==> src/rtl/uart_tx_serializer.sv <==
// -----------------------------------------------------------------------------
// uart_tx_serializer
//
// Purpose:
//   Transmit half of the SoC UART. Takes the byte, parity enable and start
//   request from the UART register block and serialises one frame onto the TX
//   line: start bit (0), 8 data bits LSB first, optional even-parity bit, and
//   one stop bit (1). Reports busy and a one-cycle completion pulse back to
//   the register block.
//
// Parameters:
//   CLKS_PER_BIT  clock cycles per UART bit (default 434 = 50 MHz / 115200).
//                 Must be >= 2.
//
// Ports:
//   clk           system clock, rising edge
//   rst           asynchronous reset, active low
//   Tx_Start      transmit request level; a frame starts on its rising edge
//   Tx_Data[7:0]  byte to transmit, captured at frame start
//   Parity        1 = append an even-parity bit, captured at frame start
//   tx            serial output, idles high (registered)
//   tx_send       high from the start bit through the stop bit (registered)
//   UART_Tx_Done  one-cycle pulse in the first idle cycle after a stop bit
// -----------------------------------------------------------------------------
module uart_tx_serializer #(
    parameter int CLKS_PER_BIT = 434
) (
    input  logic       clk,
    input  logic       rst,
    input  logic       Tx_Start,
    input  logic [7:0] Tx_Data,
    input  logic       Parity,
    output logic       tx,
    output logic       tx_send,
    output logic       UART_Tx_Done
);

    // The baud counter only has to reach CLKS_PER_BIT-1. Keep it at least one
    // bit wide so the degenerate CLKS_PER_BIT=2 case still elaborates cleanly.
    localparam int BAUD_W = (CLKS_PER_BIT > 2) ? $clog2(CLKS_PER_BIT) : 1;
    localparam logic [BAUD_W-1:0] BAUD_LAST = BAUD_W'(CLKS_PER_BIT - 1);

    typedef enum logic [2:0] {
        S_IDLE   = 3'd0,
        S_START  = 3'd1,
        S_DATA   = 3'd2,
        S_PARITY = 3'd3,
        S_STOP   = 3'd4
    } state_t;

    state_t            r_state;
    logic [BAUD_W-1:0] r_baud_cnt;
    logic [2:0]        r_bit_cnt;
    logic [7:0]        r_shift;
    logic              r_par_en;
    logic              r_par_bit;
    logic              r_tx_start_q;
    logic              r_tx;
    logic              r_tx_send;
    logic              r_done;

    logic              w_start_edge;
    logic              w_bit_end;

    // Rising-edge detect on the request level. r_tx_start_q comes out of reset
    // high, so a request already high when reset is released is not mistaken
    // for a new edge; the requester must drop and re-raise it.
    assign w_start_edge = Tx_Start & ~r_tx_start_q;

    // Last cycle of the current bit period.
    assign w_bit_end = (r_baud_cnt == BAUD_LAST);

    always_ff @(posedge clk or negedge rst) begin
        if (!rst) begin
            r_state      <= S_IDLE;
            r_baud_cnt   <= '0;
            r_bit_cnt    <= '0;
            r_shift      <= '0;
            r_par_en     <= 1'b0;
            r_par_bit    <= 1'b0;
            r_tx_start_q <= 1'b1;
            r_tx         <= 1'b1;
            r_tx_send    <= 1'b0;
            r_done       <= 1'b0;
        end else begin
            r_tx_start_q <= Tx_Start;
            // Done is a single-cycle pulse; only the STOP exit raises it.
            r_done       <= 1'b0;

            case (r_state)
                S_IDLE: begin
                    r_tx       <= 1'b1;
                    r_baud_cnt <= '0;
                    r_bit_cnt  <= '0;
                    if (w_start_edge) begin
                        // Everything the frame needs is captured here, so the
                        // register block may change its outputs mid-frame.
                        r_state   <= S_START;
                        r_tx      <= 1'b0;
                        r_tx_send <= 1'b1;
                        r_shift   <= Tx_Data;
                        r_par_en  <= Parity;
                        r_par_bit <= ^Tx_Data;
                    end
                end

                S_START: begin
                    if (w_bit_end) begin
                        r_baud_cnt <= '0;
                        r_bit_cnt  <= '0;
                        r_state    <= S_DATA;
                        r_tx       <= r_shift[0];
                    end else begin
                        r_baud_cnt <= r_baud_cnt + BAUD_W'(1);
                    end
                end

                S_DATA: begin
                    if (w_bit_end) begin
                        r_baud_cnt <= '0;
                        // 3-bit counter wraps 7 -> 0 as DATA is left.
                        r_bit_cnt  <= r_bit_cnt + 3'd1;
                        if (r_bit_cnt == 3'd7) begin
                            if (r_par_en) begin
                                r_state <= S_PARITY;
                                r_tx    <= r_par_bit;
                            end else begin
                                r_state <= S_STOP;
                                r_tx    <= 1'b1;
                            end
                        end else begin
                            // Shift right so the next bit to send is always
                            // available at r_shift[1] while bit 0 is on the line.
                            r_shift <= {1'b0, r_shift[7:1]};
                            r_tx    <= r_shift[1];
                        end
                    end else begin
                        r_baud_cnt <= r_baud_cnt + BAUD_W'(1);
                    end
                end

                S_PARITY: begin
                    if (w_bit_end) begin
                        r_baud_cnt <= '0;
                        r_state    <= S_STOP;
                        r_tx       <= 1'b1;
                    end else begin
                        r_baud_cnt <= r_baud_cnt + BAUD_W'(1);
                    end
                end

                S_STOP: begin
                    if (w_bit_end) begin
                        // Back to idle: busy drops and done pulses on the same
                        // edge. A new request edge is accepted from the very
                        // next cycle, giving one idle-high cycle between frames.
                        r_baud_cnt <= '0;
                        r_state    <= S_IDLE;
                        r_tx       <= 1'b1;
                        r_tx_send  <= 1'b0;
                        r_done     <= 1'b1;
                    end else begin
                        r_baud_cnt <= r_baud_cnt + BAUD_W'(1);
                    end
                end

                default: begin
                    r_state    <= S_IDLE;
                    r_baud_cnt <= '0;
                    r_bit_cnt  <= '0;
                    r_tx       <= 1'b1;
                    r_tx_send  <= 1'b0;
                end
            endcase
        end
    end

    assign tx           = r_tx;
    assign tx_send      = r_tx_send;
    assign UART_Tx_Done = r_done;

endmodule

==> config.mk <==
export PLATFORM = sky130hd
export DESIGN_NAME = uart_tx_serializer
export DESIGN_NICKNAME = d
export VERILOG_FILES = /design/src/rtl/uart_tx_serializer.sv
export SDC_FILE = /design/constraint.sdc
export NUM_CORES = 1
export LEC_CHECK = 0
export BUFFER_PORTS_ARGS = -buffer_cell sky130_fd_sc_hd__buf_2
export CORE_MARGIN = 2
export CORE_UTILIZATION = 30
export CTS_CLUSTER_DIAMETER = 60
export DETAILED_ROUTE_END_ITERATION = 8
export PLACE_DENSITY = 0.56
export SYNTH_ARGS = -nofsm -noshare
export SYNTH_HDL_FRONTEND = slang
export SYNTH_SLANG_ARGS = --single-unit
==> constraint.sdc <==
create_clock -name clk -period 4.6 [get_ports clk]
set_input_delay 0 -clock clk [delete_from_list [all_inputs] [get_ports clk]]
set_output_delay 0 -clock clk [all_outputs]
set_load 0.03 [all_outputs]
==> results.md, run 1 <==
* Status: complete, no violations
* WL/cell at about 12 microns
* Ant. Diodes at 0
* Met3 wire len at around 60 microns
* H-tree Lvls at 2
* Maxcap violations at 0
* Die X at 77.7 microns
* Nets at about 190
* Post-cts sizing count at 0
* Count of unique library cells instantiated by Yosys at 43
* RePlAce Congestion at 0.703
* Most common cell after layout, fill and taps aside: dfrtp_1
* Slew HR at between 40% and 50%
* Final Max Tran Viols at 0
* Vias in the first global route at 1121
* Clock slew at reported path FFs at approximately 0.060 ns
* Total track usage at around 11%
* Seq cells post-synth at 29
* Area of the mapped netlist at 1630 sq um
* Ratio of cells with drive above 1 in the final layout at 26.5%
* Antenna Nets Post-Route at 0
* Post-route setup TNS at 0 ns
* Cell count after synthesis at 152
* Via count at 1136
* Avg Cell Area, Syn at roughly 11 sq um
* Least-Margin Pin Slew at around 0.83 ns
* Routed wl met2 at between 1 and 1.5 mm
* CP required at roughly 4.8 ns
* Final setup viols at 0
* Critical path startpoint category: register
* Worst Hold Class: in2reg
* Starting DRT DRC Count at 43
* Die height at between 70 and 80 microns
* Clock skew at ~0.0035 ns
* Final setup margin at 2.24 ns
* RSZ-0062 raised after global routing: false
* Crit-path cells: nor3b_2, nand2b_1, a22oi_4, mux2_4
* Placed Area at about 1700 sq um
* Final core occ at between 30% and 40%
* CTS sink cnt at 29
* Register area share after synthesis at 44.7%
* Critical Path End Type: register
* WP buf/inv at 0
* Placeable Area at just over 5000 sq um
* Pwr/cell area at about 410 nW/um^2
* CP Class: reg2reg
* Final WL at ~3.0 mm
* F_max at ~420 MHz
* Vias per std cell at roughly 4.7
* Worst-path maximum fanout at 16
* Slowest stage delay, CP at between 0.7 and 0.8 ns
* Metal-1 WL at 1.52 mm
* Max Used Layer: met4
* Crit-path slowest cell: nor3b_2
* Largest net degree at the start of global routing at 30
* Site Rows at 26
* Overflow after GRT at 0
* Most frequent cells in the layout: dfrtp_1, buf_2, nor2_1
* Root buf cell: clkbuf_8
* Initial antenna violation count at 0
* Tmin final at roughly 2.4 ns
* Leakage power at around 0.78 nW
* Synthesized Nets at about 170
* CTS tree: built
* Insertion delay of the later-clocked pin in the worst-skew pair at approximately 0.28 ns
* Final hold violations at 0
* Final Cycle Share at between 50% and 60%
* Num CTS Buffers at 5
* Top Ports at 15
* Worst vdd ir at 0.000164 V
* Synth Warn # at 0
* Kind of cell adding the most delay to the critical path: simple AND/OR/NAND/NOR gates
* Clk buf depth at 2
* First-pass GRT wire length at 5.18 mm
* Post-route DRC at 0
* WP data arrival at ~2.5 ns
* Initial DRT Pass Iterations at 4
* Initial core utilization at 31.5%
* Post-place setup slack at about 2.2 ns
* I/O Buffers at 14
* Area grow syn2layout at 13.9%
* Cell area after layout at 1850 sq um
* Dpl hpwl at roughly 2.1 mm
* Die area at 6030 sq um
## stage by stage
| stage | hold slack (ns) | power (mW) | cells |
|---|---|---|---|
| after floorplan | -0.296 | 0.510 | 152 |
| after global placement | 0.0735 | 0.559 | 229 |
| after detailed placement | 0.0743 | 0.561 | 229 |
| after CTS | 0.0411 | 0.765 | 240 |
| after global routing | 0.0665 | 0.806 | 240 |
| final | 0.0434 | 0.755 | 240 |
## Yosys cell counts
cell type,number,area [sq um]
nand2b_1,1,6.26
o21ai_0,6,30.0
or3_1,2,12.5
a31oi_1,2,12.5
o221ai_1,1,8.76
a211o_2,1,10.0
and2_4,1,8.76
o22ai_1,1,6.26
nand3_1,10,50.1
buf_2,3,15.0
buf_4,1,7.51
mux2_4,7,105
dfrtp_1,27,676
inv_1,8,30.0
mux2_2,7,78.8
a22oi_4,1,21.3
nor3b_1,1,7.51
a211oi_1,1,7.51
and4bb_1,1,12.5
o2bb2ai_1,1,8.76
and4b_1,1,10.0
a31o_2,1,8.76
and3_1,1,6.26
nor3b_2,2,25.0
a21boi_1,1,7.51
mux2i_1,3,30.0
o21a_1,1,7.51
dfstp_2,2,52.6
o211ai_2,1,12.5
nand2_2,1,6.26
maj3_2,1,11.3
nor3_1,3,15.0
nor2_1,13,48.8
xor2_1,2,17.5
nand3b_1,1,7.51
ha_1,4,50.1
xnor2_1,10,87.6
a22oi_1,1,7.51
buf_6,1,11.3
a21oi_1,6,30.0
clkbuf_1,2,7.51
o221ai_2,1,15.0
nand2_1,10,37.5
## flip-flops by register name, indices dropped and copies added, names as in the netlist
register / count
r_baud_cnt: 9
r_shift: 8
r_bit_cnt: 3
r_state: 3
UART_Tx_Done: 1
r_par_bit: 1
r_par_en: 1
r_tx_start_q: 1
tx: 1
tx_send: 1
## path summary, 6_finish.rpt
| kind | endpoint | from | cells after the start | slack [ns] |
|---|---|---|---|---|
| min | r_shift[7] | Tx_Data[7] | 3 | 0.04 |
| max in group asynchronous | r_shift[0] | rst | 2 | 3.87 |
| max reg2reg | r_shift[1] | r_state[2] | 4 | 2.24 |
| min reg2reg | r_par_bit | r_par_bit | 2 | 0.48 |
| min in group asynchronous | tx_send | rst | 2 | 0.29 |
| max | r_shift[1] | r_state[2] | 4 | 2.24 |
## metal layers
metal  global-route usage [%]  up-vias
met5                        0        -
met1                     14.9      549
met2                     16.3       11
met3                     2.79        5
met4                     4.29        0
li1                         -      571
## area by class of cell
class / count / area [sq um]
flip-flops and latches: 29 / 728
repair buffers: 17 / 100
multi-input cells: 108 / 828
fillers: 517 / 3320
well taps: 70 / 87.6
inverters: 8 / 30.0
clock buffers: 8 / 80.1
## repair_timing
action                    4_1_cts  5_1_grt
setup buffers                   0        0
hold buffers                    3        0
hold endpoints to repair       29        0
## logic make-up after synthesis
family                   count (synthesis)  share of synthesized area, %
AND/OR/NAND/NOR                         48                          15.6
flip-flops                              29                          44.7
AO/OA/AOI/OAI                           26                          11.9
multiplexers                            17                          13.1
buffers and inverters                   15                          4.38
XOR/XNOR                                12                          6.46
adder cells (fa/ha/maj)                  5                          3.77
## power breakdown
group	total (mW)	internal [mW]	switching, mW
sequential	0.358	0.313	0.0449
combinational	0.199	0.0975	0.101
clock	0.198	0.107	0.0906
## tightest hold or removal path, delay by kind of cell
family | cells | cell delay [ns]
AO/OA/AOI/OAI | 1 | 0.11
multiplexers | 1 | 0.06
buffers and inverters | 1 | 0.10
No activity file was read; power rests on OpenSTA's default activity.
==> run 2: changes to the inputs <==
ABC_AREA = 1   (was default)
clock period = 2.5 ns   (was 4.6 ns; I/O delays follow)
==> results.md, run 2 <==
* Insertion delay of the later-clocked pin in the worst-skew pair at around 0.27 ns
* EDFF count, synth at 0
* Worst-path maximum fanout at 16
* Dpl hpwl at ~2.4 mm
* Ratio of cells with drive above 1 in the final layout at between 10% and 20%
* Asr flop ratio synth at 100%
* Maxcap violations at 0
* Clk buf depth at 2
* RePlAce Congestion at between 0.7 and 0.8
* CP Class: reg2reg
* Hold Startpoint: Tx_Data[7]
* Vias per std cell at ~4.3
* Overflow after GRT at 0
* I/O Buffers at 14
* Vias in the first global route at approximately 1300
* Most numerous cell in the Yosys netlist: nand2_1
* Die height at between 70 and 80 microns
* Post-route setup TNS at 0 ns
* Switching Fraction at roughly two fifths
* Fill cells at ~600
* Seq cells post-synth at 29
* Die X at about 80 microns
* Antenna Nets Post-Route at 0
* CTS sink cnt at 29
* Sw Pwr at 768 uW
* Cell area after layout at just under 2000 sq um
* Clock skew at 0.00484 ns
* Slew HR at a little under three fifths
* Final WL at approximately 3.2 mm
* WP data arrival at 1.87 ns
* Top Ports at 15
* Post-CTS Setup Inserts at 0
* Num CTS Buffers at 5
* Starting DRT DRC Count at 54
* Placeable Area at about 5500 sq um
* Flop pwr share at between 30% and 40%
* Final setup viols at 0
* Critical path startpoint category: register
* Reg with most FFs: r_baud_cnt
* Area used by multi-input combinational logic at roughly 800 sq um
* Cell taking the most area after synthesis: dfrtp_1
* Initial core utilization at 30.7%
* F_max at 585 MHz
* Worst vdd ir at ~0.00053 V
* Worst Hold Class: in2reg
* Post-place setup slack at approximately 0.79 ns
* Yosys top cell area share at ~40%
* Register area at 728 sq um
* Post-route DRC at 0
* Leakage power at 1.02 nW
* Cell count after synthesis at roughly 220
* Tmin final at 1.71 ns
* Synth Warn # at 0
* Ys flop type: dfrtp_1
* Worst Setup SP: r_state[0]
* Status: complete, no violations
* Root buf cell: clkbuf_8
* Initial antenna violation count at 0
* Critical Path End Type: register
* H-tree Lvls at 2
* Total track usage at between 10% and 20%
* Count of unique library cells instantiated by Yosys at 24
* CTS tree: built
* Most common cell after layout, fill and taps aside: nand2_1
* Largest net degree at the start of global routing at 30
* Final Cycle Share at 68.4%
* Initial DRT Pass Iterations at 4
* Clock slew at reported path FFs at 0.06 ns
* Register area share after synthesis at between 40% and 50%
* GRT met2 Usage at 17.9%
* Pwr/cell area at 956 nW/um^2
* Final setup margin at 0.790 ns
* Most frequent cells in the layout: nand2_1, dfrtp_1, inv_1
* Die area at roughly 6200 sq um
* Total power draw at about 1.8 mW
* Final hold violations at 0
* RSZ-0062 raised after global routing: false
* Clk pwr share at 21.2%
* Met1 usage at between 10% and 20%
* Avg Cell Area, Syn at between 7 and 8 sq um
* Least-Margin Pin Slew at between 0.6 and 0.7 ns
* Max FFs per register at 9
* Via count at about 1400
* Routing usage on met3 at under 10%
* Nets at about 260
* Area of the mapped netlist at roughly 1700 sq um
* Ant. Diodes at 0
* Final Max Tran Viols at 0
* Largest cells by area after synthesis: dfrtp_1, nand2_1, inv_1
* Site Rows at 27
* Area grow syn2layout at 15.1%
* CP required at 2.66 ns
* Final core occ at a little over a third
* Synthesized Nets at 240
* Cell Int Power at around 1.1 mW
* WL/cell at 10.1 microns
* Combinational power share at 39.8%
* First-pass GRT wire length at ~5.8 mm
* GRT Max-Usage Layer: met2
* Biggest regs: r_baud_cnt (9), r_shift (8)
* Worst reg2reg startpoint: r_state[0]
* Synth cell count leaders: nand2_1, dfrtp_1, inv_1, nor2_1, o21ai_0
* Placed Area at ~1800 sq um
-- run 2: path summary, 6_finish.rpt --
check,endpoint,slack (ns),cells past startpoint
max,r_shift[2],0.79,5
min,r_shift[7],0.02,3
max reg2reg,r_shift[2],0.79,5
min reg2reg,tx_send,0.47,2
max in group asynchronous,r_shift[5],1.78,2
min in group asynchronous,r_baud_cnt[5],0.29,2
-- run 2: metrics by stage --
stage	hold slack [ns]	cells
after global routing	0.0363	318
after global placement	0.0689	307
after detailed placement	0.0797	307
final	0.0237	318
after floorplan	-0.296	224
after CTS	0.0209	318
-- run 2: kinds of logic (layout without fill, tap and decap cells) --
logic type	count (synthesis)	in the layout	share of synthesized area, %
AND/OR/NAND/NOR	133	133	35.8
buffers and inverters	31	53	7.81
flip-flops	29	29	43.3
AO/OA/AOI/OAI	25	25	9.08
adder cells (fa/ha/maj)	4	4	2.98
XOR/XNOR	2	2	1.04
-- run 2: layer usage --
layer	up-vias	part of all wire, %
li1	747	-
met1	603	52
met2	25	44
met3	5	3.4
met4	0	1.1
met5	-	0
-- run 2: power groups by stage --
stage / sequential [mW] / combinational (mW) / clock [mW]
4_1_cts: 0.718 / 0.747 / 0.406
3_3_place_gp: 0.724 / 0.734 / 0
2_1_floorplan: 0.733 / 0.605 / 0
6_report: 0.721 / 0.736 / 0.392
3_5_place_dp: 0.725 / 0.741 / 0
5_1_grt: 0.740 / 0.856 / 0.429
-- run 2: layout make-up --
cell class                 count  area share (%)
multi-input combinational    164            42.5
timing repair buffer          17            5.17
tap                           72            4.65
sequential                    29            37.6
inverter                      28            5.43
clock buffer                   8            4.65
-- run 2: timing repair --
item	in CTS	in global routing
endpoints found under the hold margin	29	0
hold buffers	3	0
gates resized for setup	0	0
-- run 2: worst max-delay path: stages (launching register included) --
cell and delay [ns]:
dfrtp_1 0.48, inv_2 0.13, nand3_1 0.38, or2_2 0.43, o21ai_0 0.10, o21ai_2 0.08
==> run 3: changes to the inputs <==
PLACE_DENSITY = 0.57   (was 0.56)
clock period = 1.55 ns   (was 2.5 ns; I/O delays follow)
==> results.md, run 3 (synthesis gave the netlist of run 2 again) <==
* Critical path startpoint category: register
* Biggest regs: r_baud_cnt (9), r_shift (8)
* Final Cycle Share at 94.0%
* Worst Hold Class: in2reg
* WP data arrival at 1.62 ns
* Die height at 78.9 microns
* Num CTS Buffers at 5
* Total power draw at 3.10 mW
* Cell area after layout at between 1500 and 2000 sq um
* CTS sink cnt at 29
* CP Class: reg2reg
* WHS at ~0.015 ns
* Initial core utilization at between 30% and 40%
* RSZ-0062 raised after global routing: false
* Clock skew at 0.00598 ns
* Max FFs per register at 9
* F_max at 686 MHz
* Initial DRT Pass Iterations at 4
* Reg with most FFs: r_baud_cnt
* Tmin final at approximately 1.5 ns
* RePlAce Congestion at 0.803
* Nets at 267
* Dpl hpwl at ~2.4 mm
* WL/cell at approximately 10 microns
* Site Rows at 27
* Non-Filler Instances at around 320
* Largest net degree at the start of global routing at 30
* Final WL at ~3.2 mm
* CTS tree: built
* Placed insts at ~310
* Pwr/cell area at between 1500 and 2000 nW/um^2
* First-pass GRT wire length at ~5.9 mm
* Crit-path cells: ha_1, ha_1, inv_2, nand2_4, nand2_4, nand2_8, nand2_1, o21ai_2
* Least-Margin Pin Slew at around 0.64 ns
* Worst vdd ir at about 0.00077 V
* Vias per std cell at roughly 4.4
* Post-route DRC at 0
* Final setup viols at 0
* Placeable Area at between 5000 and 6000 sq um
* Clock slew at reported path FFs at 0.06 ns
* Crit-path slowest cell: dfrtp_1
* Clk buf depth at 2
* Slew HR at between 50 and 60%
* Post-CTS Setup Inserts at 0
* Die area at roughly 6200 sq um
* I/O Buffers at 14
* Kind of cell adding the most delay to the critical path: adder cells
* Maxcap violations at 0
* Worst-path maximum fanout at 15
* H-tree Lvls at 2
* Ratio of cells with drive above 1 in the final layout at about a fifth
* Status: complete, no violations
* Final hold violations at 0
* Initial antenna violation count at 0
* Insertion delay of the later-clocked pin in the worst-skew pair at roughly 0.28 ns
* Area grow syn2layout at 18.9%
* Ant. Diodes at 0
* CP required at between 1.5 and 2 ns
* Overflow after GRT at 0
* Most frequent cells in the layout: nand2_1, dfrtp_1, inv_1
* Final Max Tran Viols at 0
* Post-route setup TNS at 0 ns
* Leakage power at between 1 and 1.5 nW
* Total track usage at about an eighth
* Slowest stage delay, CP at approximately 0.4 ns
* Top Ports at 15
* Via count at approximately 1400
* Vias in the first global route at roughly 1400
* Most common cell after layout, fill and taps aside: nand2_1
* Critical Path End Type: register
* Root buf cell: clkbuf_8
* Placed Area at ~1900 sq um
* Die X at a little under 80 microns
* Fill cells at around 580
* WP buf/inv at 1
* Antenna Nets Post-Route at 0
* Starting DRT DRC Count at 36
-- run 3: cell types whose count changed in the layout (fill, tap and decap cells not counted), sizes merged --
cell	previous run	this run
buf	14	20
-- run 3: worst min-delay path, delay by kind of cell --
family	cells	cell delay, ns
and+or+nand+nor	2	0.13
buffers and inverters	1	0.12
-- run 3: cell type report --
class | count | area (sq um) | area share, %
multi-input combinational | 164 | 841 | 42.1
tap | 72 | 90.1 | 4.51
inverter | 28 | 105 | 5.26
timing repair buffer | 23 | 145 | 7.26
sequential | 29 | 728 | 36.4
clock buffer | 8 | 90.1 | 4.51
-- run 3: stage by stage --
step           setup slack (ns)  util, %
2_1_floorplan             0.124        -
3_3_place_gp             0.0667     34.0
3_5_place_dp             0.0581     34.0
4_1_cts                  0.0341     36.2
5_1_grt                 0.00272     36.5
6_report                 0.0927     36.5
-- run 3: path summary, 6_finish.rpt --
path | start | endpoint | slack, ns | depth (start not counted)
max in group asynchronous | rst | r_shift[0] | 0.85 | 2
worst min-delay path | Tx_Data[7] | r_shift[7] | 0.01 | 3
worst max register to register | r_bit_cnt[0] | r_shift[1] | 0.09 | 8
worst max-delay path | r_bit_cnt[0] | r_shift[1] | 0.09 | 8
min in group asynchronous | rst | r_baud_cnt[6] | 0.28 | 2
worst min register to register | r_shift[7] | r_shift[7] | 0.47 | 2
-- run 3: power by group --
part	leakage, nW	switching [mW]	internal (mW)
sequential	0.374	0.151	0.983
combinational	0.628	0.845	0.485
clock	0.0455	0.277	0.361
-- run 3: timing repair --
action | 4_1_cts | 5_1_grt
hold endpoints to repair | 29 | 0
gates resized for setup | 0 | 5
endpoints found under the setup margin | 0 | 14
hold buffers | 3 | 0
-- run 3: metal layers --
metal	wire length (microns)	part of all wire [%]	GRT usage, %	vias up
met3	107	3.3	3.41	6
met5	0	0	0	-
met1	1630	50	15.3	644
li1	-	-	-	766
met4	53	1.6	4.66	0
met2	1440	45	19.0	18
